File: src/rtl/ccg_sweep_pkg.sv
// Shared types and default MISR constants for the combinational-netlist sweep sequencer.
package ccg_sweep_pkg;
  typedef enum logic [1:0] {IDLE, DRIVE, SAMPLE, RESULT} state_e;

  localparam logic [31:0] MISR_POLY_DEF = 32'h04C11DB7;
  localparam logic [31:0] MISR_SEED_DEF = 32'hFFFFFFFF;
endpackage

File: src/rtl/ccg_misr.sv
// Multiple-input signature register: shift-left LFSR with polynomial feedback, XORed with din.
module ccg_misr #(
  parameter int           W    = 32,
  parameter logic [W-1:0] POLY = '0
) (
  input  logic         clk,
  input  logic         rst,
  input  logic         load,
  input  logic [W-1:0] seed,
  input  logic         en,
  input  logic [W-1:0] din,
  output logic [W-1:0] sig
);
  logic [W-1:0] sig_q, sig_d;

  always_comb begin
    sig_d = sig_q;
    if (load)    sig_d = seed;
    else if (en) sig_d = {sig_q[W-2:0], 1'b0} ^ (sig_q[W-1] ? POLY : '0) ^ din;
  end

  always_ff @(posedge clk or posedge rst) begin
    if (rst) sig_q <= '0;
    else     sig_q <= sig_d;
  end

  assign sig = sig_q;
endmodule

File: src/rtl/ccg_sweep_ctrl.sv
// Sweeps an input-vector range through a combinational netlist and returns a MISR fingerprint.
// Optional macro CCG_SWEEP_ONES_EN adds res_ones: count of vectors with any output bit set.
module ccg_sweep_ctrl
  import ccg_sweep_pkg::*;
#(
  parameter int                IN_W      = 10,
  parameter int                OUT_W     = 30,
  parameter int                MISR_W    = 32,
  parameter int                SETTLE    = 2,
  parameter logic [MISR_W-1:0] MISR_POLY = MISR_W'(MISR_POLY_DEF),
  parameter logic [MISR_W-1:0] MISR_SEED = MISR_W'(MISR_SEED_DEF)
) (
  input  logic              clk,
  input  logic              rst,
  input  logic              cmd_valid,
  output logic              cmd_ready,
  input  logic [IN_W-1:0]   cmd_first,
  input  logic [IN_W-1:0]   cmd_last,
  input  logic              abort,
  output logic [IN_W-1:0]   dut_in,
  input  logic [OUT_W-1:0]  dut_out,
  output logic              busy,
  output logic              res_valid,
  input  logic              res_ready,
  output logic [MISR_W-1:0] res_sig,
`ifdef CCG_SWEEP_ONES_EN
  output logic [IN_W:0]     res_ones,
`endif
  output logic [IN_W:0]     res_count
);
  localparam int SW = (SETTLE > 1) ? $clog2(SETTLE) : 1;

  if (OUT_W > MISR_W || SETTLE < 1) begin : g_param_err
    $error("ccg_sweep_ctrl: need OUT_W <= MISR_W and SETTLE >= 1");
  end

  state_e            state_q;
  logic [IN_W-1:0]   vec_q, last_q;
  logic [IN_W:0]     cnt_q, res_count_q;
  logic [SW-1:0]     settle_q;
  logic              res_valid_q;
  logic [MISR_W-1:0] res_sig_q, misr_sig;
  logic              accept;
`ifdef CCG_SWEEP_ONES_EN
  logic [IN_W:0]     ones_q, res_ones_q;
`endif

  assign cmd_ready = (state_q == IDLE) & ~abort;
  assign accept    = cmd_valid & cmd_ready;

  ccg_misr #(.W(MISR_W), .POLY(MISR_POLY)) u_misr (
    .clk (clk),
    .rst (rst),
    .load(accept),
    .seed(MISR_SEED),
    .en  (state_q == SAMPLE),
    .din (MISR_W'(dut_out)),
    .sig (misr_sig)
  );

  // The first RESULT cycle copies the signature into the output registers,
  // so res_* stay valid while the MISR is free to be reseeded.
  always_ff @(posedge clk or posedge rst) begin
    if (rst) begin
      state_q     <= IDLE;
      vec_q       <= '0;
      last_q      <= '0;
      cnt_q       <= '0;
      settle_q    <= '0;
      res_valid_q <= 1'b0;
      res_sig_q   <= '0;
      res_count_q <= '0;
`ifdef CCG_SWEEP_ONES_EN
      ones_q      <= '0;
      res_ones_q  <= '0;
`endif
    end else if (state_q == IDLE) begin
      if (accept) begin
        state_q  <= DRIVE;
        vec_q    <= cmd_first;
        last_q   <= cmd_last;
        cnt_q    <= '0;
        settle_q <= SW'(SETTLE - 1);
`ifdef CCG_SWEEP_ONES_EN
        ones_q   <= '0;
`endif
      end
    end else if (abort) begin
      state_q     <= IDLE;
      res_valid_q <= 1'b0;
    end else begin
      case (state_q)
        DRIVE: begin
          if (settle_q == '0) state_q <= SAMPLE;
          else                settle_q <= settle_q - SW'(1);
        end
        SAMPLE: begin
          cnt_q <= cnt_q + (IN_W+1)'(1);
`ifdef CCG_SWEEP_ONES_EN
          ones_q <= ones_q + {{IN_W{1'b0}}, |dut_out};
`endif
          if (vec_q == last_q) begin
            state_q <= RESULT;
          end else begin
            vec_q    <= vec_q + IN_W'(1);
            settle_q <= SW'(SETTLE - 1);
            state_q  <= DRIVE;
          end
        end
        RESULT: begin
          if (!res_valid_q) begin
            res_valid_q <= 1'b1;
            res_sig_q   <= misr_sig;
            res_count_q <= cnt_q;
`ifdef CCG_SWEEP_ONES_EN
            res_ones_q  <= ones_q;
`endif
          end else if (res_ready) begin
            res_valid_q <= 1'b0;
            state_q     <= IDLE;
          end
        end
        default: state_q <= IDLE;
      endcase
    end
  end

  assign dut_in    = vec_q;
  assign busy      = (state_q != IDLE);
  assign res_valid = res_valid_q;
  assign res_sig   = res_sig_q;
  assign res_count = res_count_q;
`ifdef CCG_SWEEP_ONES_EN
  assign res_ones  = res_ones_q;
`endif
endmodule

File: config.mk
export PLATFORM = sky130hd
export DESIGN_NAME = ccg_sweep_ctrl
export DESIGN_NICKNAME = d
export VERILOG_FILES = /design/src/rtl/ccg_sweep_pkg.sv /design/src/rtl/ccg_misr.sv /design/src/rtl/ccg_sweep_ctrl.sv
export SDC_FILE = /design/constraint.sdc
export NUM_CORES = 1
export LEC_CHECK = 0
export ABC_AREA = 1
export BUFFER_PORTS_ARGS = -buffer_cell sky130_fd_sc_hd__buf_2
export CORE_ASPECT_RATIO = 1.4
export CORE_MARGIN = 4
export CORE_UTILIZATION = 40
export DETAILED_ROUTE_END_ITERATION = 12
export PLACE_DENSITY = 0.71
export SLEW_MARGIN = 20
export SYNTH_ARGS = -nofsm -noshare
export SYNTH_HDL_FRONTEND = slang
export SYNTH_HIERARCHICAL = 1
export SYNTH_SLANG_ARGS = --single-unit
export TNS_END_PERCENT = 10
File: constraint.sdc
create_clock -name clk -period 2.97 [get_ports clk]
set_input_delay 0.297 -clock clk [delete_from_list [all_inputs] [get_ports clk]]
set_output_delay 0.297 -clock clk [all_outputs]
set_load 0.1 [all_outputs]
==> out/metrics.yaml, run 1 <==
critical_path:
  endpoint_kind: "primary output"
  critical_path_peak_fanout: 15
  arrival_ns: 2.05
  slowest_stage: "buf_2"
  crit_family: "buffers and inverters"
  critical_path_required_ns: 2.67
  worst-path-buf-inv: 5
  critical_path_class: "flop to primary output"
  critPathLaunchType: "flop"
  cp_cell_sequence: "inv_1 > ha_1 > buf_4 > inv_1 > buf_4 > buf_2"
  crit_path_max_incr_delay_ns: 0.45
logic_synthesis:
  ys_top_cells_by_count: "nand2_1, dfrtp_1, nand3_1"
  yosysMostFrequentCell: "nand2_1"
  avgSynthCellArea_um2: 8.75
  yosysTopAreaCell: "dfrtp_1"
  synth-seq-cells: 110
  syn_inst: 646
  async_reset_ff_frac: 1.00
  synth_area_leaders: "dfrtp_1, nand2_1, mux2_1"
  yosys_most_used_dff: "dfrtp_1"
  yosysSeqAreaShare: 0.487
  ys_types: 33
  synth_area_um2: 5650
  netlist.area_leader.share: 0.487
  synth-edff-count: 0
  synth-warning-count: 6
timing:
  worst_slew_pin_slew_ns: 0.919
  timing.setup.tns_ns: 0
  period_minus_slack_ns: 2.35
  timing.fmax_mhz: 425
  finalCritPeriodShare: 0.792
  fin_worst_skew_ns: 0.00808
  relSlewSlack: 0.387
  rsz0062_at_grt: "false"
  setup_viol: 0
  report.final.hold_viol_count: 0
  drv_slew: 0
clocking:
  cts_buffer_depth: 2
  cts_buffers: 9
  cts_root_buf: "clkbuf_16"
  insertion_delay_ns: 0.34
  post_cts_buffers: 0
  h-tree-depth: 3
  ctsHoldBuffers: 0
  clkTransAtPathRegs_ns: 0.08
  cts_tree: "done"
  cts_resized: 0
  cts_sinks: 110
floorplanning:
  design.core.area_um2: 13900
  fp-row-count: 51
  die_w_um: 108
  die-area_um2: 16100
  die_y_um: 149
  initial_core_util: 0.406
  ioPinCount: 111
placed_design:
  routabilityCongestion: 0.835
  dp.cells: 957
  dp_hpwl_um: 9640
  io_buffers: 110
  placed_area_um2: 6520
route:
  wl_per_cell_um: 13.9
  wl_um: 13500
  initialDrtViolationCount: 223
  ant_nets: 0
  vias: 4708
  drc: 0
  vias_per_cell: 4.84
  dr.pass1.iters: 5
global_route:
  grt_overflow_total: 0
  grt_pass1_wl_um: 22500
  grt_pass1_vias: 4630
  grt_antenna_before_repair: 0
  track_usage: 0.174
  grt_start_max_net_pins: 79
power:
  intPower_uw: 3740
  pwr-share-clk: 0.170
  seqPwrFrac: 0.326
  p_comb_frac: 0.504
  net-switching-power_uw: 4070
  ir_drop_mv: 0.644
  p_per_area_nw_per_um2: 1140
  power.share.switching: 0.521
  leakagePower_uw: 0.00362
final_layout:
  nets: 846
  stdcell_count: 973
  fin_util: 0.492
  area_growth_pct: 21.2
  antenna_cells: 0
  drive_above_1_share: 0.203
  fillCellCount: 1396
  design_area_um2: 6850
outcome:
  status: "complete, no violations"
job:
  maxCapViolCount: 0
worst_hold_path:
  hold_class: "input pin to asynchronous set/reset pin"
registers in the layout (all words and copies together) (netlist names):
| name | cells |
|---|---|
| dut_in | 10 |
| cnt_q | 11 |
| u_misr/sig | 32 |
| res_count | 11 |
| last_q | 10 |
| settle_q | 1 |
| state_q | 2 |
| res_valid | 1 |
| res_sig | 32 |
cell families (layout without fill, tap and decap cells):
| family | Yosys count | in the layout | share of synthesized area |
|---|---|---|---|
| buf+inv | 80 | 190 | 0.0609 |
| simple gates | 302 | 302 | 0.236 |
| flops | 110 | 110 | 0.487 |
| mux | 35 | 35 | 0.0697 |
| xor+xnor | 23 | 23 | 0.0356 |
| other cells | 2 | 34 | 0.00133 |
| fa+ha+maj | 8 | 8 | 0.0177 |
| compound gates | 86 | 86 | 0.0914 |
cell type report:
cell class | instances | area (um^2) | share of cell area
Clock buffer | 9 | 225 | 0.0329
Sequential cell | 110 | 2750 | 0.402
Multi-Input combinational cell | 488 | 2680 | 0.391
Clock inverter | 7 | 105 | 0.0153
Tap cell | 185 | 231 | 0.0338
Timing Repair Buffer | 121 | 658 | 0.0961
Inverter | 53 | 200 | 0.0292
per-stage QoR:
stage,hold slack [ns],setup slack [ns],total power (uW)
2_1_floorplan,0.407,0.148,5760
3_3_place_gp,0.430,0.983,6450
3_5_place_dp,0.435,0.929,6520
4_1_cts,0.0602,0.619,7860
5_1_grt,0.0861,0.508,8310
6_report,0.0480,0.618,7810
power groups by stage:
| stage | logic [uW] | clock network, uW | registers (uW) |
|---|---|---|---|
| final | 3940 | 1330 | 2540 |
| after global routing | 4250 | 1420 | 2640 |
| after CTS | 3960 | 1350 | 2550 |
| after detailed placement | 3950 | 0 | 2570 |
| after global placement | 3890 | 0 | 2560 |
| after floorplan | 1630 | 0 | 4140 |
cells in the final DEF, fill, tap and decap left out, drive strengths merged:
cell type / netlist / final
dfrtp: 110 / 110
nand4: 3 / 3
a21oi: 9 / 9
nand2: 193 / 193
a31oi: 1 / 1
ha: 8 / 8
clkinvlp: 0 / 1
or2: 3 / 3
buf: 23 / 121
clkbuf: 4 / 9
a22oi: 32 / 32
nand3b: 13 / 13
conb: 2 / 34
nor3: 2 / 2
o31ai: 1 / 1
mux2: 35 / 35
nand3: 60 / 60
bufinv: 0 / 2
nor2: 28 / 28
a211oi: 1 / 1
o21ai: 42 / 42
clkinv: 1 / 4
xnor2: 23 / 23
inv: 52 / 53
final timing paths:
| check | from | end | slack, ns | depth (start not counted) |
|---|---|---|---|---|
| max | state_q[0]$_DFFE_PP0P_ | busy | 0.62 | 6 |
| min | rst | res_sig[24]$_DFFE_PP0P_ | 0.05 | 3 |
| max reg2reg | state_q[0]$_DFFE_PP0P_ | u_misr/sig[27]$_DFFE_PP0P_ | 0.93 | 7 |
| min reg2reg | res_count[6]$_DFFE_PP0P_ | res_count[6]$_DFFE_PP0P_ | 0.48 | 2 |
| max in group asynchronous | rst | u_misr/sig[12]$_DFFE_PP0P_ | 2.16 | 3 |
| min in group clk | cmd_last[2] | last_q[2]$_DFFE_PP0P_ | 0.15 | 3 |
tightest hold or removal path, delay by kind of cell:
family	cells	cell delay, ns
buffers and inverters	3	0.51
per-layer routing:
layer / GRT usage / vias to the layer above / part of all wire
li1: - / 2365 / -
met1: 0.209 / 2206 / 0.41
met2: 0.315 / 122 / 0.53
met3: 0.0321 / 15 / 0.048
met4: 0.0486 / 0 / 0.012
met5: 0 / - / 0
Power figures use the tool's default switching activity.
==> inputs of run 2 (changes only) <==
Clock period 2.97 ns to 2.4 ns, I/O delays scaled along.
==> run 2 against run 1 <==
Effect of this change: routed wire length increased by 0.47%; register-to-register slack got worse by 0.62 ns; final area decreased by 0.46%; combinational power increased by 25%; clock power increased by 6%; critical path type unchanged; largest power group unchanged; highest routed layer unchanged.
==> out/metrics.yaml, run 2 (same netlist as run 1, synthesis figures left out) <==
outcome:
  status: "complete, no violations"  # unchanged
global_route:
  grt_pass1_wl_um: 22400  # was 22500 um
  track_usage: 0.175  # was 0.174
  grt_overflow_total: 0  # unchanged
  grt_start_max_net_pins: 51  # was 79
  grt_antenna_before_repair: 0  # unchanged
  grt_pass1_vias: 4603  # was 4630
final_layout:
  layout_common_cells: "nand2_1, dfrtp_1, buf_2, nand3_1, inv_1"  # unchanged
  stdcell_count: 974  # was 973
  final_common_cell: "nand2_1"  # unchanged
  multi_input_area_um2: 2680  # about the same
  drive_above_1_share: 0.204  # was 0.203
  fillCellCount: 1365  # was 1396
  nets: 848  # was 846
  fin_util: 0.490  # was 0.492
  area_growth_pct: 20.6  # was 21.2%
  regArea_um2: 2750  # unchanged
  antenna_cells: 0  # unchanged
critical_path:
  reg2reg_slack_ns: 0.31  # was 0.93 ns
  arrival_ns: 2.01  # was 2.05 ns
  crit_family: "buffers and inverters"  # unchanged
  crit_path_max_incr_delay_ns: 0.40  # was 0.45 ns
  worst-path-buf-inv: 4  # was 5
  reg2reg_from: "state_q[0]$_DFFE_PP0P_"  # unchanged
  cp_cell_sequence: "inv_1 > ha_1 > buf_4 > inv_1 > buf_4"  # was inv_1 > ha_1 > buf_4 > inv_1 > buf_4 > buf_2
  critical_path_class: "flop to primary output"  # unchanged
  slowest_stage: "dfrtp_1"  # was buf_2
  critPathLaunchType: "flop"  # unchanged
  worstReg2RegEnd: "dut_in[9]$_DFFE_PP0P_"  # was u_misr/sig[27]$_DFFE_PP0P_
  critical_path_required_ns: 2.16  # was 2.67 ns
  endpoint_kind: "primary output"  # unchanged
  critical_path_peak_fanout: 17  # was 15
  worst_r2r_path_depth: 8  # was 7
floorplanning:
  die_w_um: 108  # unchanged
  die-area_um2: 16100  # unchanged
  design.core.area_um2: 13900  # unchanged
  fp-row-count: 51  # unchanged
  initial_core_util: 0.406  # unchanged
  ioPinCount: 111  # unchanged
  die_y_um: 149  # unchanged
placed_design:
  routabilityCongestion: 0.881  # was 0.835
  dp_hpwl_um: 9750  # was 9640 um
  io_buffers: 110  # unchanged
  dp.cells: 958  # was 957
route:
  ant_nets: 0  # unchanged
  drc: 0  # unchanged
  initialDrtViolationCount: 178  # was 223
  dr.pass1.iters: 4  # was 5
  wl_um: 13600  # was 13500 um
  vias: 4766  # was 4708
  wl_per_cell_um: 14.0  # was 13.9 um
  vias_per_cell: 4.89  # was 4.84
timing:
  setup_viol: 0  # unchanged
  worst_slew_pin_slew_ns: 0.710  # was 0.919 ns
  finalCritPeriodShare: 0.937
  relSlewSlack: 0.524  # was 0.387
  rsz0062_at_grt: "false"  # unchanged
  period_minus_slack_ns: 2.25
  fin_worst_skew_ns: 0.00760  # was 0.00808 ns
  drv_slew: 0  # unchanged
  timing.setup.tns_ns: 0  # unchanged
  timing.fmax_mhz: 445
  report.final.hold_viol_count: 0  # unchanged
power:
  ir_drop_mv: 1.02  # was 0.644 mV
  p_per_area_nw_per_um2: 1390  # was 1140 nW/um^2
  power.total_uw: 9460  # was 7810 uW
  leakagePower_uw: 0.00360  # was 0.00362 uW
worst_hold_path:
  hold_class: "input pin to flop"  # was input pin to asynchronous set/reset pin
  hold_depth: 3
  worstHoldStart: "cmd_last[1]"
  min_to: "last_q[1]$_DFFE_PP0P_"
clocking:
  clkTransAtPathRegs_ns: 0.08  # about the same
  cts_buffers: 9  # unchanged
  cts_buffer_depth: 2  # unchanged
  insertion_delay_ns: 0.34  # about the same
  cts_tree: "done"  # unchanged
  h-tree-depth: 3  # unchanged
  cts_root_buf: "clkbuf_16"  # unchanged
  cts_sinks: 110  # unchanged
job:
  maxCapViolCount: 0  # unchanged
-- run 2: cell count changes in the layout (fill, tap and decap cells not counted), sizes merged --
cell and delta:
inv -1, clkinv +1, clkinvlp +1, dlygate4sd3 +1, buf +1, bufinv -2
-- run 2: worst reg2reg max path, stage by stage, from the launching register on --
cell     delay [ns]
dfrtp_1        0.40
inv_1          0.11
ha_1           0.24
buf_4          0.21
inv_1          0.34
nand3_2        0.32
nand2_2        0.27
nand2_1        0.08
nand2_1        0.06
-- run 2: worst max-delay path by stage --
stage	end	start	slack (ns)	cells after the start
5_1_grt	busy	state_q[0]$_DFFE_PP0P_	0.03	5
3_3_place_gp	dut_in[5]$_DFFE_PP0P_	state_q[0]$_DFFE_PP0P_	0.38	8
3_5_place_dp	u_misr/sig[19]$_DFFE_PP0P_	state_q[0]$_DFFE_PP0P_	0.30	8
2_1_floorplan	cmd_ready	state_q[0]$_DFFE_PP0P_	0.11	6
6_report	busy	state_q[0]$_DFFE_PP0P_	0.15	5
4_1_cts	busy	state_q[0]$_DFFE_PP0P_	0.12	5
-- run 2: timing repair --
item,4_1_cts,5_1_grt
endpoints found under the hold margin,28,0
setup buffers,0,0
endpoints found under the setup margin,1,0
hold buffers,1,0
resized for setup,1,0
-- run 2: where the power goes --
| group | switching (uW) | internal [uW] | leakage (uW) | total, uW |
|---|---|---|---|---|
| clock | 701 | 709 | 0.000129 | 1410 |
| combinational | 3720 | 1200 | 0.00203 | 4910 |
| sequential | 625 | 2520 | 0.00144 | 3140 |
-- run 2: area by class of cell --
cell class	instances	share of cell area
clock buffer	9	0.0330
clock inverter	6	0.00716
inverter	53	0.0294
multi-input combinational	488	0.393
sequential	110	0.404
tap	185	0.0340
timing repair buffer	123	0.0999
-- run 2: per-stage QoR --
step | hold slack (ns) | setup slack [ns] | area (um^2)
floorplan | 0.350 | 0.107 | 5770
CTS | 0.0704 | 0.124 | 6820
global route | 0.0817 | 0.0292 | 6820
detailed placement | 0.331 | 0.296 | 6530
finish | 0.0798 | 0.150 | 6820
global placement | 0.315 | 0.376 | 6530
-- run 2: layer usage --
metal  global-route usage  vias up  part of all wire
met5                    0        -                 0
met4               0.0436        0             0.013
met3               0.0378       11             0.053
met2                0.308      128              0.52
met1                0.217     2264              0.42
li1                     -     2363                 -
